## src/rtl/fifo_pkg.sv

```systemverilog
// fifo_pkg
// Shared definitions for the write- and read-side controllers of the async
// sample FIFO.
//   FIFO_ADDR_WIDTH  : default RAM address width (depth = 2**FIFO_ADDR_WIDTH)
//   FIFO_ALMOST_FULL : default almost-full threshold
//   bin2gray/gray2bin: code conversions. Operands are zero-extended to
//                      CODE_W bits, so they give the right answer for any
//                      pointer width up to CODE_W. Callers size-cast the
//                      result back to their pointer width.
package fifo_pkg;

    localparam int FIFO_ADDR_WIDTH  = 4;
    localparam int FIFO_ALMOST_FULL = 12;
    localparam int CODE_W           = 32;

    function automatic logic [CODE_W-1:0] bin2gray(input logic [CODE_W-1:0] bin);
        return bin ^ (bin >> 1);
    endfunction

    // Prefix XOR from the MSB down. Zero upper bits leave the result unchanged.
    function automatic logic [CODE_W-1:0] gray2bin(input logic [CODE_W-1:0] gray);
        logic [CODE_W-1:0] bin;
        bin[CODE_W-1] = gray[CODE_W-1];
        for (int i = CODE_W - 2; i >= 0; i--) begin
            bin[i] = bin[i+1] ^ gray[i];
        end
        return bin;
    endfunction

endpackage

```

## src/rtl/sync_2ff.sv

```systemverilog
// sync_2ff
// Two-flop synchronizer for a Gray-coded bus crossing into the Clk domain.
// It is kept as its own module so that false-path and max-delay constraints
// can target it by name.
//   Clk     : destination clock
//   Reset_n : asynchronous active-low reset, clears both stages
//   d       : asynchronous input bus (must change at most one bit at a time)
//   q       : synchronized output, two Clk edges after d
module sync_2ff #(
    parameter int WIDTH = 1
) (
    input  logic             Clk,
    input  logic             Reset_n,
    input  logic [WIDTH-1:0] d,
    output logic [WIDTH-1:0] q
);

    logic [WIDTH-1:0] meta;

    always_ff @(posedge Clk or negedge Reset_n) begin
        if (!Reset_n) begin
            meta <= '0;
            q    <= '0;
        end else begin
            meta <= d;
            q    <= meta;
        end
    end

endmodule

```

## src/rtl/fifo_wr_ctrl.sv

```systemverilog
// fifo_wr_ctrl
// Write-side pointer and flag controller for the async sample FIFO.
//   Clk, Reset_n     : write clock, asynchronous active-low reset
//   WrReq_in         : write request this cycle
//   RdPtrGray_in     : read pointer (Gray), from the read clock domain
//   WrEn_out         : RAM write strobe, WrReq_in & ~Full_out
//   WrAddr_out       : RAM write address (low bits of the binary pointer)
//   WrPtrGray_out    : registered Gray write pointer, to the read domain
//   Full_out         : registered full flag
//   AlmostFull_out   : registered, level >= ALMOST_FULL_LEVEL
//   Level_out        : registered fill level, 0..2**ADDR_WIDTH
//   Overflow_out     : sticky, set by a write attempted while full
//   OverflowClr_in   : synchronous clear for Overflow_out (set has priority)
// The read pointer is used only after two synchronizer flops. The flags and
// the level are therefore pessimistic. They lag reads by the sync delay.
module fifo_wr_ctrl
    import fifo_pkg::*;
#(
    parameter int ADDR_WIDTH        = FIFO_ADDR_WIDTH,
    parameter int ALMOST_FULL_LEVEL = FIFO_ALMOST_FULL
) (
    input  logic                  Clk,
    input  logic                  Reset_n,
    input  logic                  WrReq_in,
    input  logic [ADDR_WIDTH:0]   RdPtrGray_in,
    output logic                  WrEn_out,
    output logic [ADDR_WIDTH-1:0] WrAddr_out,
    output logic [ADDR_WIDTH:0]   WrPtrGray_out,
    output logic                  Full_out,
    output logic                  AlmostFull_out,
    output logic [ADDR_WIDTH:0]   Level_out,
    output logic                  Overflow_out,
    input  logic                  OverflowClr_in
);

    localparam int PW = ADDR_WIDTH + 1;
    localparam logic [PW-1:0] AF_LEVEL  = PW'(ALMOST_FULL_LEVEL);
    // The write pointer equals the read pointer with the top two Gray bits
    // inverted exactly when the write side is one full lap ahead.
    localparam logic [PW-1:0] FULL_MASK = PW'(3) << (PW - 2);

    logic [PW-1:0] bin_q;
    logic [PW-1:0] gray_q;
    logic [PW-1:0] level_q;
    logic          full_q;
    logic          af_q;
    logic          ovf_q;

    logic [PW-1:0] rq2;
    logic [PW-1:0] bin_next;
    logic [PW-1:0] gray_next;
    logic [PW-1:0] rd_bin;
    logic [PW-1:0] level_next;
    logic          accept;
    logic          full_next;
    logic          af_next;

    sync_2ff #(.WIDTH(PW)) u_rd_sync (
        .Clk     (Clk),
        .Reset_n (Reset_n),
        .d       (RdPtrGray_in),
        .q       (rq2)
    );

    always_comb begin
        accept     = WrReq_in & ~full_q;
        bin_next   = bin_q + PW'(accept);
        gray_next  = PW'(bin2gray(CODE_W'(bin_next)));
        rd_bin     = PW'(gray2bin(CODE_W'(rq2)));
        // The subtraction wraps modulo 2**PW, so it is correct across the pointer wrap.
        level_next = bin_next - rd_bin;
        full_next  = (gray_next == (rq2 ^ FULL_MASK));
        af_next    = (level_next >= AF_LEVEL);
    end

    always_ff @(posedge Clk or negedge Reset_n) begin
        if (!Reset_n) begin
            bin_q   <= '0;
            gray_q  <= '0;
            level_q <= '0;
            full_q  <= 1'b0;
            af_q    <= 1'b0;
            ovf_q   <= 1'b0;
        end else begin
            bin_q   <= bin_next;
            gray_q  <= gray_next;
            level_q <= level_next;
            full_q  <= full_next;
            af_q    <= af_next;
            if (WrReq_in && full_q) begin
                ovf_q <= 1'b1;
            end else if (OverflowClr_in) begin
                ovf_q <= 1'b0;
            end
        end
    end

    assign WrEn_out       = accept;
    assign WrAddr_out     = bin_q[ADDR_WIDTH-1:0];
    assign WrPtrGray_out  = gray_q;
    assign Full_out       = full_q;
    assign AlmostFull_out = af_q;
    assign Level_out      = level_q;
    assign Overflow_out   = ovf_q;

endmodule

```

## config.mk

```make
export PLATFORM = sky130hd
export DESIGN_NAME = fifo_wr_ctrl
export DESIGN_NICKNAME = d
export VERILOG_FILES = /design/src/rtl/fifo_pkg.sv /design/src/rtl/sync_2ff.sv /design/src/rtl/fifo_wr_ctrl.sv
export SDC_FILE = /design/constraint.sdc
export NUM_CORES = 1
export LEC_CHECK = 0
export ABC_CLOCK_PERIOD_IN_PS = 3700
export CAP_MARGIN = 20
export CORE_ASPECT_RATIO = 0.5
export CORE_MARGIN = 2
export CORE_UTILIZATION = 40
export CTS_CLUSTER_SIZE = 28
export DETAILED_ROUTE_END_ITERATION = 8
export PLACE_DENSITY_LB_ADDON = 0.3
export SYNTH_ARGS = -nofsm -noshare
export SYNTH_HDL_FRONTEND = slang
export SYNTH_SLANG_ARGS = --single-unit
export TNS_END_PERCENT = 100
```

## constraint.sdc

```tcl
create_clock -name Clk -period 3.7 [get_ports Clk]
set_input_delay 0.74 -clock Clk [delete_from_list [all_inputs] [get_ports Clk]]
set_output_delay 0.74 -clock Clk [all_outputs]
set_load 0.01 [all_outputs]
```

==> results of run 1 <==
[power by group]
group	switching, W	internal, W
Clock	0.0000851	0.0000770
Sequential	0.0000692	0.000403
Combinational	0.000405	0.000457
[per-stage QoR]
stage          hold WS (ps)  instances  total power, W  area (µm²)  worst slack (ps)
3_5_place_dp            337        157         0.00134        1530               140
3_3_place_gp            332        157         0.00132        1530               242
2_1_floorplan           331         92         0.00103        1200               617
6_report                354        161         0.00150        1570               413
5_1_grt                 361        161         0.00162        1570               228
4_1_cts                 358        161         0.00152        1570               409
[final timing paths]
path | start | to | slack [ps] | cells after the start
setup reg to reg | u_rd_sync.q[4] | AlmostFull_out | 510 | 10
setup / recovery | WrReq_in | AlmostFull_out | 410 | 10
min in group asynchronous | Reset_n | bin_q[1] | 830 | 2
max in group asynchronous | Reset_n | u_rd_sync.meta[2] | 2620 | 2
hold reg to reg | u_rd_sync.meta[2] | u_rd_sync.q[2] | 350 | 0
hold / removal | u_rd_sync.meta[2] | u_rd_sync.q[2] | 350 | 0
[cell families (layout without fill, tap and decap cells)]
logic type / Yosys count / in the layout / synth area share
adders and majority gates: 7 / 7 / 0.0790
xor gates and xnor gates: 22 / 22 / 0.185
muxes: 1 / 1 / 0.00832
DFF: 27 / 27 / 0.561
buffers and inverters: 10 / 42 / 0.0322
AOI/OAI and AO/OA: 9 / 9 / 0.0561
and+or+nand+nor: 16 / 16 / 0.0780
[layout make-up]
type / count / area (µm²)
Clock buffer: 4 / 45.0
Fill cell: 225 / 1140
Inverter: 9 / 33.8
Multi-Input combinational cell: 55 / 489
Sequential cell: 27 / 676
Tap cell: 37 / 46.3
Timing Repair Buffer: 29 / 283
[flip-flops by register name, indices dropped and copies added, names as in the netlist]
register	cells
bin_q	5
Full_out	1
u_rd_sync.q	5
Level_out	5
Overflow_out	1
u_rd_sync.meta	5
AlmostFull_out	1
WrPtrGray_out	4
[routing by layer]
metal  track usage  wire, µm  share of wire  vias to the layer above
met4        0.0500        32          0.016                        0
met3        0.0553       123          0.063                        4
li1              -         -              -                      364
met5             0         0              0                        -
met2         0.185       911           0.46                       26
met1         0.173       898           0.46                      340
[cells in the final DEF (no fill, tap or decap), types with 2 or more instances in the layout]
cell	count
buf_4	3
a21oi_1	2
nor2b_1	2
xor2_1	6
dfrtp_1	27
clkdlybuf4s50_1	26
clkbuf_8	3
xnor2_1	12
inv_1	9
nand2_1	3
ha_1	6
xor2_2	2
nand3_1	4
xnor2_2	2
==> qor.yml, run 1 <==
grt_pass1_wl_mm: 3.23
crit_family: "simple AND/OR/NAND/NOR gates"
drive_gt1_frac: 0.105
die_x_um: 81.6
setup_tns_ps: 0
wl_per_cell_um: 12.2
worst_ep_arrival_time_ps: 3430
synth-edff-count: 0
required_ps: 3840
max_freq_ghz: 0.304
io_pins: 27
portBuffers: 26
critical_path.cell_chain: "clkdlybuf4s50_1, nor2b_1, ha_1, ha_1, xor2_2, ha_1, nor2b_1, o21ai_1, a21oi_1, or4b_1"
synth_cell_types: 28
drc_errors: 0
synth-main-ff-cell: "dfrtp_1"
routed_wl_mm: 1.97
drt_iter0_drc: 45
synth_fp_nets: 108
skew_ps: 3.80
synth-seq-cells: 27
grt_max_degree: 28
antenna_found_initial: 0
crit_path_frequent_cell: "ha_1"
start_kind: "primary input"
rsz0062_at_grt: "false"
ctsResizeCount: 0
slew_headroom: 0.779
drv_cap: 0
clk_latency_ps: 270
grt_usage: 0.129
ys_seq_area_frac: 0.561
slew_viol_final: 0
synth_area_mm2: 0.00120
critPathSlowestCell: "or4b_1"
p_per_area_mw_per_mm2: 951
cts_setup_buffers: 0
peakVddDrop_v: 0.000367
die_h_um: 42.8
fp.coreArea_mm2: 0.00272
criticalPathCategory: "in2reg"
layout_min_cycle_time_ps: 3290
synth_area_leaders: "dfrtp_1 56%, xnor2_1 8.7%, ha_1 6.2%"
vias: 734
yosysWarnings: 0
clock_path_buffers: 2
hpwl_mm: 1.49
netlist_instances: 92
postSynth.asyncResetShare: 1.00
antenna_cells: 0
yosys.area.top_type: "dfrtp_1"
cts_sinks: 27
final_util: 0.579
start_util: 0.443
cts_buffers: 3
status: "completed"
area_growth_pct: 30.7
timing.final.crit_share: 0.889
yosysMostFrequentCell: "dfrtp_1"
cts_tree: "yes"
die_area_mm2: 0.00349
grt.overflow.total: 0
postRouteAntennaNets: 0
cp_max_fo: 6
rows: 13
h-tree-depth: 1
avgSynthCellArea_um2: 13.1
synth_top_area_frac: 0.561
leakage_nw: 0.690
dr.pass1.iters: 4
place_congestion: 0.756
cpPeakStageDelay_ps: 520
worst-path-buf-inv: 1
end_kind: "flop"
worstMarginPinSlew_ps: 332
grt_pass1_vias: 709
cts_root_buf: "clkbuf_8"
ctsHoldBuffers: 0
fin_nets: 141
finalSetupViolCount: 0
vias_per_cell: 4.56
hold_class: "reg2reg"
synth_commonest_cells: "27 x dfrtp_1, 12 x xnor2_1, 9 x inv_1, 6 x ha_1, 6 x xor2_1"
hold_violations: 0
clk_pin_slew_ps: 80
Power figures use the tool's default switching activity.
==> inputs of run 2 (changes only) <==
Settings changed: CORE_ASPECT_RATIO 0.5 to not set, CORE_UTILIZATION 40 to 49, GPL_TIMING_DRIVEN set to 0.
==> run 2 against run 1 <==
Net effect: worst hold slack improved by 12 ps; maximum frequency decreased by 2.1%; setup slack lost 69 ps; highest routed layer unchanged; utilization is 10 points higher; clock skew barely moved; non-clock buffer count decreased by 1; routed wire length shrank 0.56%; largest power group unchanged; clock power down 22%; count of clock-buffer cells in the layout fell by 1.
==> qor.yml, run 2 (synthesis gave the netlist of run 1 again) <==
status: "completed"
hold_end: "u_rd_sync.q[4]"
die_x_um: 53.6  # -34%
criticalPathCategory: "in2reg"
clk_latency_ps: 320  # +50 ps
dr.pass1.iters: 4  # unchanged
drc_errors: 0  # unchanged
rsz0062_at_grt: "false"
hold-path-cell-count: 0  # unchanged
postRouteAntennaNets: 0  # unchanged
cp_max_fo: 6  # unchanged
grt_pass1_wl_mm: 3.35  # +3.6%
timing.final.crit_share: 0.907  # +0.0188
layout_commonest_cell: "dfrtp_1"
drv_cap: 0  # unchanged
clk_pin_slew_ps: 140  # +60 ps
ctsHoldBuffers: 0  # unchanged
slew_headroom: 0.649  # -0.130
final_cells: 151  # -6.2%
peakVddDrop_v: 0.000596  # +62%
wl_met3_um: 82  # -33%
end_kind: "flop"
setup_tns_ps: 0  # unchanged
top_layer: "met4"
grt.overflow.total: 0  # unchanged
vias: 751  # +2.3%
fp.coreArea_mm2: 0.00228  # -16%
wl_per_cell_um: 12.9  # +6.0%
grt_max_degree: 19  # -32%
cts_tree: "yes"
r2r_cells: 10  # unchanged
io_pins: 27  # unchanged
routed_wl_mm: 1.95  # -0.56%
hold_slack_ps: 366  # +11.9 ps
place_congestion: 0.858  # +13%
skew_ps: 4.23  # +0.431 ps
portBuffers: 26  # unchanged
hold_violations: 0  # unchanged
cts_setup_buffers: 0  # unchanged
placedCellCount: 147  # -6.4%
layout_min_cycle_time_ps: 3360  # +69.4 ps
cts_root_buf: "clkbuf_4"
clock_path_buffers: 2  # unchanged
worst_ep_arrival_time_ps: 3560  # +130 ps
drt_iter0_drc: 5  # -89%
hpwl_mm: 1.55  # +4.0%
cts_sinks: 27  # unchanged
grt_pass1_vias: 800  # +13%
drive_gt1_frac: 0.106  # +0.000852
met1Wirelength_um: 814  # -9.4%
worstMarginPinSlew_ps: 526  # +194 ps
layout_common_cells: "27 x dfrtp_1, 26 x clkdlybuf4s50_1, 12 x xnor2_1"
max_freq_ghz: 0.298  # -2.1%
antenna_found_initial: 0  # unchanged
start_util: 0.529  # +0.0857
finalSetupViolCount: 0  # unchanged
leakage_nw: 0.687  # -0.45%
r2r_end: "AlmostFull_out"
grt_usage: 0.169  # +0.0396
p_total_w: 0.00145  # -2.9%
rows: 17  # +4
slew_viol_final: 0  # unchanged
area_growth_pct: 29.1
p_per_area_mw_per_mm2: 935  # -1.7%
required_ps: 3910  # +70 ps
start_kind: "primary input"
vias_per_cell: 4.97  # +9.1%
antenna_cells: 0  # unchanged
die_area_mm2: 0.00287  # -18%
ff2ff_setup_slack_ps: 570  # +60 ps
routed-wl-met2_mm: 1.04  # +14%
fill_cells: 163  # -28%
h-tree-depth: 1  # unchanged
hold_class: "reg2reg"
hp-start: "u_rd_sync.meta[4]"
ctsResizeCount: 0  # unchanged
die_h_um: 53.6  # +25%
cts_buffers: 3  # unchanged
rr_startpoint: "u_rd_sync.q[4]"
fin_nets: 140  # -0.71%
==> run 2: per-stage QoR <==
stage               setup slack [ps]  cell area, µm²  utilization
floorplan                        617            1200            -
detailed placement              12.7            1530        0.671
global route                     135            1550        0.683
finish                           343            1550        0.683
global placement                31.3            1500        0.659
CTS                              333            1550        0.683
==> run 2: how the worst max path moves through the flow <==
stage / from / to / slack (ps) / cells after the start
2_1_floorplan: WrReq_in / AlmostFull_out / 620 / 9
3_3_place_gp: WrReq_in / AlmostFull_out / 30 / 10
3_5_place_dp: WrReq_in / AlmostFull_out / 10 / 10
4_1_cts: WrReq_in / AlmostFull_out / 330 / 10
5_1_grt: WrReq_in / AlmostFull_out / 130 / 10
6_report: WrReq_in / AlmostFull_out / 340 / 10
==> run 2: routing by layer <==
metal	global-route usage	up-vias
li1	-	362
met1	0.179	366
met2	0.325	21
met3	0.0361	2
met4	0.0598	0
met5	0	-
==> run 2: layout make-up <==
cell class | instances | area [µm²] | share of cell area
plain buffers | 1 | 5.00 | 0.00322
clock buffers | 3 | 22.5 | 0.0145
clock inverters | 1 | 5.00 | 0.00322
inverters | 9 | 33.8 | 0.0217
multi-input cells | 55 | 489 | 0.315
flip-flops and latches | 27 | 676 | 0.435
well taps | 28 | 35.0 | 0.0225
repair buffers | 27 | 288 | 0.185
==> run 2: power by group <==
group | switching, W | leakage (nW) | internal [W] | total, W
Clock | 0.0000857 | 0.0177 | 0.0000405 | 0.000126
Combinational | 0.000413 | 0.350 | 0.000451 | 0.000864
Sequential | 0.0000602 | 0.320 | 0.000402 | 0.000463
Total | 0.000559 | 0.687 | 0.000894 | 0.00145
==> run 2: worst max-delay path, stage by stage <==
cell	delay [ps]
clkdlybuf4s50_1	470
nor2b_1	180
ha_1	260
ha_1	350
xor2_2	280
ha_1	340
nor2b_1	160
o21ai_1	160
a21oi_1	90
or4b_1	520
==> inputs of run 3 (changes only) <==
Settings changed: CAP_MARGIN 20 to not set, GPL_ROUTABILITY_DRIVEN set to 0.
==> run 3 against run 2 <==
Net effect: combinational power rose by 1%; cell count unchanged; first-iteration DRC count is the same; power up 0.81%; utilization is the same; critical endpoint unchanged; highest routed layer unchanged; routed wire length increased by 4.5%; count of clock-buffer cells in the layout stayed put; via count rose by 1.2%.
==> qor.yml, run 3 (synthesis gave the netlist of run 1 again) <==
hold_class: "reg2reg"
top_layer: "met4"
cts_sinks: 27  # unchanged
ctsHoldBuffers: 0  # unchanged
setup_ws_ps: 347  # +3.42 ps
leakage_nw: 0.687  # unchanged
cts_buffers: 3  # unchanged
clock_path_buffers: 2  # unchanged
drv_cap: 0  # unchanged
start_kind: "primary input"
crit_family: "adder cells"
setup_tns_ps: 0  # unchanged
critPathSlowestCell: "or4b_1"
skew_ps: 3.16  # -1.08 ps
wl_met3_um: 89  # +8.5%
switching_power_w: 0.000567  # +1.6%
layout_commonest_cell: "dfrtp_1"
grt_max_degree: 28  # +9
ctsResizeCount: 0  # unchanged
slew_viol_final: 0  # unchanged
intPower_w: 0.000897  # +0.35%
die_area_mm2: 0.00287  # unchanged
fin_nets: 140  # unchanged
worst-path-buf-inv: 1  # unchanged
finalSetupViolCount: 0  # unchanged
drt_iter0_drc: 5  # unchanged
grt_pass1_wl_mm: 3.31  # -1.0%
cts_tree: "yes"
hold_violations: 0  # unchanged
clk_pin_slew_ps: 140  # about the same
portBuffers: 26  # unchanged
grt.overflow.total: 0  # unchanged
layout_min_cycle_time_ps: 3350  # -3.42 ps
antenna_cells: 0  # unchanged
routed_wl_mm: 2.04  # +4.5%
fp.coreArea_mm2: 0.00228  # unchanged
slew_headroom: 0.701  # +0.0524
end_kind: "flop"
cp_max_fo: 6  # unchanged
rsz0062_at_grt: "false"
power_frac_seq: 0.316  # -0.002
routed-wl-met2_mm: 1.10  # +5.6%
rows: 17  # unchanged
p_total_w: 0.00146  # +0.81%
cpPeakStageDelay_ps: 520  # about the same
p_per_area_mw_per_mm2: 943  # +0.81%
status: "completed"
timing.final.crit_share: 0.906  # -0.000926
dr.pass1.iters: 4  # unchanged
layout_common_cells: "27 x dfrtp_1, 26 x clkdlybuf4s50_1, 12 x xnor2_1"
dpl_worst_slack_ps: 6.32  # -6.42 ps
vias: 760  # +1.2%
worstMarginPinSlew_ps: 447  # -78.4 ps
criticalPathCategory: "in2reg"
combPwrFrac: 0.598  # +0.003
switching_share: 0.387  # +0.00284
p_clk_frac: 0.086  # about the same
area_growth_pct: 29.1  # unchanged
met1Wirelength_um: 846  # +3.9%
cts_root_buf: "clkbuf_4"
vias_per_cell: 5.03  # +1.2%
h-tree-depth: 1  # unchanged
drc_errors: 0  # unchanged
drive_gt1_frac: 0.106  # unchanged
clk_latency_ps: 320  # about the same
hpwl_mm: 1.48  # -4.5%
grt_pass1_vias: 757  # -5.4%
critical_path.cell_chain: "clkdlybuf4s50_1, nor2b_1, ha_1, ha_1, xor2_2, ha_1, nor2b_1, o21ai_1, a21oi_1, or4b_1"
die_x_um: 53.6  # unchanged
start_util: 0.529  # unchanged
max_freq_ghz: 0.298  # +0.10%
grt_usage: 0.170  # +0.00139
fill_cells: 172  # +5.5%
required_ps: 3900  # about the same
io_pins: 27  # unchanged
cts_setup_buffers: 0  # unchanged
worst_ep_arrival_time_ps: 3560  # about the same
peakVddDrop_v: 0.000562  # -5.6%
wl_per_cell_um: 13.5  # +4.5%
crit_path_frequent_cell: "ha_1"
antenna_found_initial: 0  # unchanged
postRouteAntennaNets: 0  # unchanged
die_h_um: 53.6  # unchanged
==> run 3: path summary, 6_finish.rpt <==
kind,slack [ps],endpoint,cells past startpoint,startpoint
min reg2reg,370,u_rd_sync.q[2],0,u_rd_sync.meta[2]
max reg2reg,520,AlmostFull_out,10,u_rd_sync.q[4]
min,370,u_rd_sync.q[2],0,u_rd_sync.meta[2]
min in group asynchronous,710,WrPtrGray_out[0],1,Reset_n
max,350,AlmostFull_out,10,WrReq_in
max in group asynchronous,2550,Level_out[3],2,Reset_n
==> run 3: layout make-up <==
type                    instances  area (µm²)  area share
plain buffers                   1        5.00     0.00322
clock buffers                   3        22.5      0.0145
clock inverters                 1        5.00     0.00322
inverters                       9        33.8      0.0217
multi-input cells              55         489       0.315
flip-flops and latches         27         676       0.435
well taps                      28        35.0      0.0225
repair buffers                 27         288       0.185
==> run 3: per-stage QoR <==
step / hold WS, ps / instance area [µm²] / cells / utilization
finish: 369 / 1550 / 151 / 0.683
global route: 379 / 1550 / 151 / 0.683
CTS: 373 / 1530 / 150 / 0.671
detailed placement: 339 / 1500 / 146 / 0.659
global placement: 332 / 1500 / 146 / 0.659
floorplan: 331 / 1200 / 92 / -
==> run 3: metal layers <==
layer  global-route usage  vias up
li1                     -      364
met1                0.201      373
met2                0.290       21
met3               0.0417        2
met4               0.0812        0
met5                    0        -
==> run 3: power by group through the flow <==
stage,Sequential [W],Clock [W],Combinational [W]
floorplan,0.000512,0,0.000519
finish,0.000463,0.000126,0.000876
global route,0.000476,0.000144,0.000975
global placement,0.000463,0,0.000836
CTS,0.000464,0.000133,0.000883
detailed placement,0.000471,0,0.000863
